`src/rtl/clockn_trigger_pkg.sv`:
```
// Shared constants and types for the clockn_trigger divider: default divide
// ratios, the 2-bit ratio index and the index-to-ratio mapping.
package clockn_trigger_pkg;

    localparam int unsigned DIV0_DEFAULT = 4;
    localparam int unsigned DIV1_DEFAULT = 8;
    localparam int unsigned DIV2_DEFAULT = 16;
    localparam int unsigned DIV3_DEFAULT = 32;

    typedef enum logic [1:0] {
        IDX_DIV0 = 2'b00,
        IDX_DIV1 = 2'b01,
        IDX_DIV2 = 2'b10,
        IDX_DIV3 = 2'b11
    } ratio_idx_t;

    function automatic int unsigned ratio_of(
        input ratio_idx_t  idx,
        input int unsigned d0,
        input int unsigned d1,
        input int unsigned d2,
        input int unsigned d3
    );
        case (idx)
            IDX_DIV1: return d1;
            IDX_DIV2: return d2;
            IDX_DIV3: return d3;
            default:  return d0;
        endcase
    endfunction

endpackage

```
`src/rtl/clockn_trigger_sync2.sv`:
```
// Two-flop synchroniser with asynchronous active-low reset, W bits wide.
module clockn_trigger_sync2 #(
    parameter int unsigned W = 1
) (
    input  logic         clk,
    input  logic         rst_n,
    input  logic [W-1:0] d,
    output logic [W-1:0] q
);

    logic [W-1:0] s1;

    always_ff @(posedge clk or negedge rst_n) begin
        if (!rst_n) begin
            s1 <= '0;
            q  <= '0;
        end else begin
            s1 <= d;
            q  <= s1;
        end
    end

endmodule

```
`src/rtl/clockn_trigger.sv`:
```
// Programmable clock divider: 50%/25% duty outputs from fastclk, ratio changes
// and trigger enable both taking effect only on whole output periods.
module clockn_trigger
    import clockn_trigger_pkg::*;
#(
    parameter int unsigned DIV0  = DIV0_DEFAULT,
    parameter int unsigned DIV1  = DIV1_DEFAULT,
    parameter int unsigned DIV2  = DIV2_DEFAULT,
    parameter int unsigned DIV3  = DIV3_DEFAULT,
    parameter int unsigned CNT_W = 6
) (
    input  logic       fastclk,
    input  logic       reset,
    input  logic [1:0] Switches,
    input  logic       trigger,
    output logic       clk_out,
    output logic       clk_out_DC,
    output logic       Clock_sel,
    output logic       Trig_sel,
    output logic       Trig_en
);

    // One extra bit so a ratio equal to 2^CNT_W is still representable.
    localparam int unsigned N_W = CNT_W + 1;

    logic [CNT_W-1:0] cnt;
    logic [N_W-1:0]   n;
    ratio_idx_t       idx;
    logic [1:0]       sw_s2;
    logic             trig_s2;
    logic             wrap;

    clockn_trigger_sync2 #(.W(2)) u_sw_sync (
        .clk   (fastclk),
        .rst_n (reset),
        .d     (Switches),
        .q     (sw_s2)
    );

    clockn_trigger_sync2 #(.W(1)) u_trig_sync (
        .clk   (fastclk),
        .rst_n (reset),
        .d     (trigger),
        .q     (trig_s2)
    );

    assign wrap = ({1'b0, cnt} == (n - 1'b1));

    always_ff @(posedge fastclk or negedge reset) begin
        if (!reset) begin
            cnt        <= '0;
            n          <= N_W'(DIV0);
            idx        <= IDX_DIV0;
            clk_out    <= 1'b0;
            clk_out_DC <= 1'b0;
            Trig_en    <= 1'b0;
        end else begin
            cnt        <= wrap ? '0 : cnt + 1'b1;
            clk_out    <= ({1'b0, cnt} < (n >> 1));
            clk_out_DC <= ({1'b0, cnt} < (n >> 2));
            // Ratio and trigger are sampled on the last cycle of the old period,
            // so the next period starts cleanly with the new settings.
            if (wrap) begin
                idx     <= ratio_idx_t'(sw_s2);
                n       <= N_W'(ratio_of(ratio_idx_t'(sw_s2), DIV0, DIV1, DIV2, DIV3));
                Trig_en <= trig_s2;
            end
        end
    end

    assign Clock_sel = idx[0];
    assign Trig_sel  = idx[1];

endmodule

```
`config.mk`:
```
export PLATFORM = sky130hd
export DESIGN_NAME = clockn_trigger
export DESIGN_NICKNAME = d
export VERILOG_FILES = /design/src/rtl/clockn_trigger_pkg.sv /design/src/rtl/clockn_trigger_sync2.sv /design/src/rtl/clockn_trigger.sv
export SDC_FILE = /design/constraint.sdc
export NUM_CORES = 1
export LEC_CHECK = 0
export BUFFER_PORTS_ARGS = -buffer_cell sky130_fd_sc_hd__buf_2
export CELL_PAD_IN_SITES_DETAIL_PLACEMENT = 1
export CELL_PAD_IN_SITES_GLOBAL_PLACEMENT = 2
export CORE_MARGIN = 3
export CORE_UTILIZATION = 41
export CTS_CLUSTER_SIZE = 24
export DETAILED_ROUTE_END_ITERATION = 8
export PLACE_DENSITY_LB_ADDON = 0.1
export REMOVE_ABC_BUFFERS = 1
export SLEW_MARGIN = 10
export SYNTH_ARGS = -nofsm -noshare
export SYNTH_HDL_FRONTEND = slang
export SYNTH_HIERARCHICAL = 1
export SYNTH_SLANG_ARGS = --single-unit
```
`constraint.sdc`:
```
create_clock -name fastclk -period 6.7 [get_ports fastclk]
set_clock_uncertainty 0.2 [all_clocks]
set_input_delay 0.335 -clock fastclk [delete_from_list [all_inputs] [get_ports fastclk]]
set_output_delay 0.335 -clock fastclk [all_outputs]
set_load 0.005 [all_outputs]
```
==> impl_metrics.prom <==
# TYPE chip_impl_metric gauge
chip_impl_info{name="outcome",value="finished clean"} 1
chip_impl_metric{name="pre_cts_slack",unit="ps"} 4110
chip_impl_info{name="min_delay_worst_endpoint",value="u_sw_sync/q[1]"} 1
chip_impl_metric{name="post_synth.cell_area_avg",unit="um2"} 12.8
chip_impl_metric{name="via_count",unit=""} 612
chip_impl_metric{name="finish.net_count",unit=""} 107
chip_impl_metric{name="drt_iter0_drc",unit=""} 7
chip_impl_metric{name="reg2reg_slack",unit="ps"} 4130
chip_impl_metric{name="final_hold_viol_count",unit=""} 0
chip_impl_metric{name="vdd.ir_drop.worst",unit="uV"} 145
chip_impl_info{name="critical_path.reg2reg.endpoint",value="idx[0]"} 1
chip_impl_metric{name="clk_latency",unit="ps"} 300
chip_impl_metric{name="arrival_time_reported_for_the_critical_path_endpoint",unit="ps"} 2570
chip_impl_metric{name="reported_max_cap_violation_count",unit=""} 0
chip_impl_metric{name="cts_sink_cnt",unit=""} 21
chip_impl_metric{name="antenna_violations_before_repair",unit=""} 0
chip_impl_metric{name="routed_wire_length_per_instance",unit="um"} 14.8
chip_impl_metric{name="synth_seq_area_share",unit="%"} 53.6
chip_impl_metric{name="yosys_reg_bits",unit=""} 21
chip_impl_info{name="cp_top_family",value="simple AND/OR/NAND/NOR gates"} 1
chip_impl_info{name="timing.critical_path.slowest_stage_cell",value="sky130_fd_sc_hd__dfstp_2"} 1
chip_impl_metric{name="number_of_library_cell_types_mapped_by_synthesis",unit=""} 24
chip_impl_metric{name="layout_worst_path_cycle_share",unit="%"} 38.4
chip_impl_metric{name="timing.critical_path.buf_inv",unit=""} 1
chip_impl_metric{name="worst_slew_slack_as_a_fraction_of_its_limit",unit="%"} 58.8
chip_impl_info{name="grt_setup_unrepaired",value="false"} 1
chip_impl_metric{name="effective_utilization_at_floorplan",unit="%"} 44.0
chip_impl_metric{name="net-switching-power",unit="mW"} 0.0409
chip_impl_info{name="critPathCaptureType",value="flip-flop"} 1
chip_impl_metric{name="finalWeightedCongestion",unit=""} 0.687
chip_impl_metric{name="seq_power_share",unit="%"} 66.3
chip_impl_metric{name="power_density",unit="nW/um2"} 175
chip_impl_metric{name="drt_wl_total",unit="mm"} 1.79
chip_impl_metric{name="final-max-slew-violation-count",unit=""} 0
chip_impl_metric{name="timing.critical_path.fanout_max",unit=""} 13
chip_impl_metric{name="htree_num_levels",unit=""} 1
chip_impl_info{name="most-common-layout-cells",value="sky130_fd_sc_hd__dfrtp_1, sky130_fd_sc_hd__buf_2, sky130_fd_sc_hd__ha_1, sky130_fd_sc_hd__nor2_1"} 1
chip_impl_metric{name="ant_nets",unit=""} 0
chip_impl_metric{name="finalSetupTns",unit="ps"} 0
chip_impl_metric{name="setup_viol",unit=""} 0
chip_impl_metric{name="worst-endpoint-required",unit="ps"} 6700
chip_impl_metric{name="whs",unit="ps"} 159
chip_impl_info{name="tritoncts",value="yes"} 1
chip_impl_metric{name="final_layout_size_suffix_gt1_share",unit="%"} 19.4
chip_impl_metric{name="worst_pin_slew",unit="ps"} 615
chip_impl_metric{name="detail_route.drc_violations",unit=""} 0
chip_impl_metric{name="boundaryPins",unit=""} 10
chip_impl_metric{name="worst-r2r-cell-count",unit=""} 6
chip_impl_metric{name="synth.cell_area",unit="um2"} 982
chip_impl_info{name="hp-class",value="reg -> reg"} 1
chip_impl_metric{name="layout-area-overhead-vs-synth",unit="%"} 13.8
chip_impl_metric{name="core-area",unit="um2"} 2230
chip_impl_info{name="critical_path.cell_chain",value="inv_1 > ha_1 > xor2_1 > nand4_1 > nor3_4 > mux2_2"} 1
chip_impl_metric{name="cts_buffer_depth",unit=""} 2
chip_impl_info{name="final_common_cell",value="sky130_fd_sc_hd__dfrtp_1"} 1
chip_impl_info{name="cts.root.buffer_cell",value="sky130_fd_sc_hd__clkbuf_4"} 1
chip_impl_metric{name="crit_path_max_incr_delay",unit="ps"} 600
chip_impl_metric{name="core.rowCount",unit=""} 17
chip_impl_metric{name="sw_ratio",unit="%"} 20.9
chip_impl_metric{name="netlist_instances",unit=""} 77
chip_impl_metric{name="drt_first_pass_iters",unit=""} 2
chip_impl_metric{name="insertedDiodeCount",unit=""} 0
chip_impl_metric{name="vias_in_the_first_global_route",unit=""} 639
chip_impl_metric{name="die_x",unit="um"} 54.9
chip_impl_metric{name="drt-vias-per-instance",unit=""} 5.06
chip_impl_metric{name="dp_hpwl",unit="mm"} 1.28
chip_impl_metric{name="pwr-share-comb",unit="%"} 3.1
chip_impl_metric{name="fmax",unit="GHz"} 0.389
chip_impl_metric{name="holdPathStages",unit=""} 0
chip_impl_metric{name="die_area",unit="um2"} 3020
chip_impl_metric{name="track_usage",unit="%"} 14.9
chip_impl_metric{name="io_buffer_count",unit=""} 9
chip_impl_info{name="criticalPathCategory",value="reg -> reg"} 1
chip_impl_metric{name="numCtsBuffers",unit=""} 3
chip_impl_metric{name="layout_min_cycle_time",unit="ps"} 2570
chip_impl_info{name="launch_instance_of_the_worst_register_to_register_path",value="n[2]"} 1
chip_impl_metric{name="die_height",unit="um"} 54.9
chip_impl_info{name="start_kind",value="flip-flop"} 1
chip_impl_metric{name="internal-power",unit="mW"} 0.155
chip_impl_info{name="min_from",value="u_sw_sync/s1[1]"} 1
chip_impl_metric{name="power.leakage",unit="nW"} 0.514
chip_impl_metric{name="synthesis.yosys.warnings",unit=""} 6
chip_impl_metric{name="final_ws_setup",unit="ps"} 4130
chip_impl_metric{name="grt_start_max_net_pins",unit=""} 22
chip_impl_metric{name="power_frac_clock",unit="%"} 30.7
chip_impl_metric{name="grt_pass1_wl",unit="mm"} 3.03
chip_impl_metric{name="clkTransAtPathRegs",unit="ps"} 110
chip_impl_metric{name="overflow",unit=""} 0
state kept, by name, indices dropped and copies added (netlist names):
| name | count |
|---|---|
| u_sw_sync/q | 2 |
| u_trig_sync/q | 1 |
| Trig_en | 1 |
| u_trig_sync/s1 | 1 |
| cnt | 6 |
| idx | 2 |
| n | 4 |
| clk_out | 1 |
| clk_out_DC | 1 |
| u_sw_sync/s1 | 2 |
cell type report:
class	instances	area, um2
clock buffers	4	26.3
inverters	4	15.0
fillers	253	1120
flip-flops and latches	21	527
multi-input cells	51	429
repair buffers	13	85.1
well taps	28	35.0
cells by family (layout without fill, tap and decap cells):
group | count (synthesis) | after routing | synth area share, %
compound gates | 6 | 6 | 4.71
simple gates | 20 | 20 | 11.8
mux | 7 | 7 | 8.02
flops | 21 | 21 | 53.6
fa+ha+maj | 8 | 8 | 10.2
xor+xnor | 10 | 10 | 8.92
buf+inv | 5 | 21 | 2.67
what timing repair did:
action                    CTS  global route
buffers inserted            0             0
hold buffers                4             0
hold endpoints to repair   23             0
resized for setup           0             0
layer usage:
layer / part of all wire, % / GRT usage (%) / vias to the layer above
met1: 52 / 20.3 / 308
met3: 2.1 / 3.22 / 3
met5: 0 / 0 / -
met2: 43 / 21.3 / 9
met4: 2.0 / 9.72 / 0
li1: - / - / 292
metrics by stage:
stage | std cells | utilization (%) | area, um2 | power, mW
global route | 121 | 50.0 | 1120 | 0.208
detailed placement | 113 | 47.1 | 1050 | 0.136
floorplan | 76 | - | 971 | 0.132
global placement | 113 | 47.1 | 1050 | 0.136
CTS | 121 | 50.0 | 1120 | 0.199
finish | 121 | 50.0 | 1120 | 0.195
power groups by stage:
stage	clock (mW)	combinational [mW]	sequential, mW
floorplan	0	0.000714	0.132
global placement	0	0.00428	0.132
detailed placement	0	0.00451	0.132
CTS	0.0633	0.00624	0.130
global route	0.0711	0.00676	0.130
finish	0.0599	0.00603	0.130
worst max path at each step:
| stage | start | endpoint | depth (start not counted) |
|---|---|---|---|
| after floorplan | n[2] | Trig_en | 6 |
| after global placement | n[2] | idx[1] | 6 |
| after detailed placement | n[2] | idx[0] | 6 |
| after CTS | n[2] | idx[0] | 6 |
| after global routing | n[2] | Trig_en | 6 |
| final | n[2] | idx[0] | 6 |
synth_stat cells, drive strengths merged:
master	count	area share (%)
dfrtp	20	51
ha	8	10
nor2	6	2.3
xnor2	5	4.5
xor2	5	4.5
a21o	4	3.1
inv	4	1.5
mux2	4	5.0
mux2i	3	3.1
nand2b	3	1.9
nand3	3	1.5
nor3	2	2.2
a2111oi	1	0.89
a211oi	1	0.76
and3	1	0.64
buf	1	1.1
dfstp	1	2.7
nand2	1	0.38
nand4	1	0.64
nor2b	1	0.64
or2b	1	0.76
or3b	1	0.89
No activity file was read; power rests on OpenSTA's default activity.
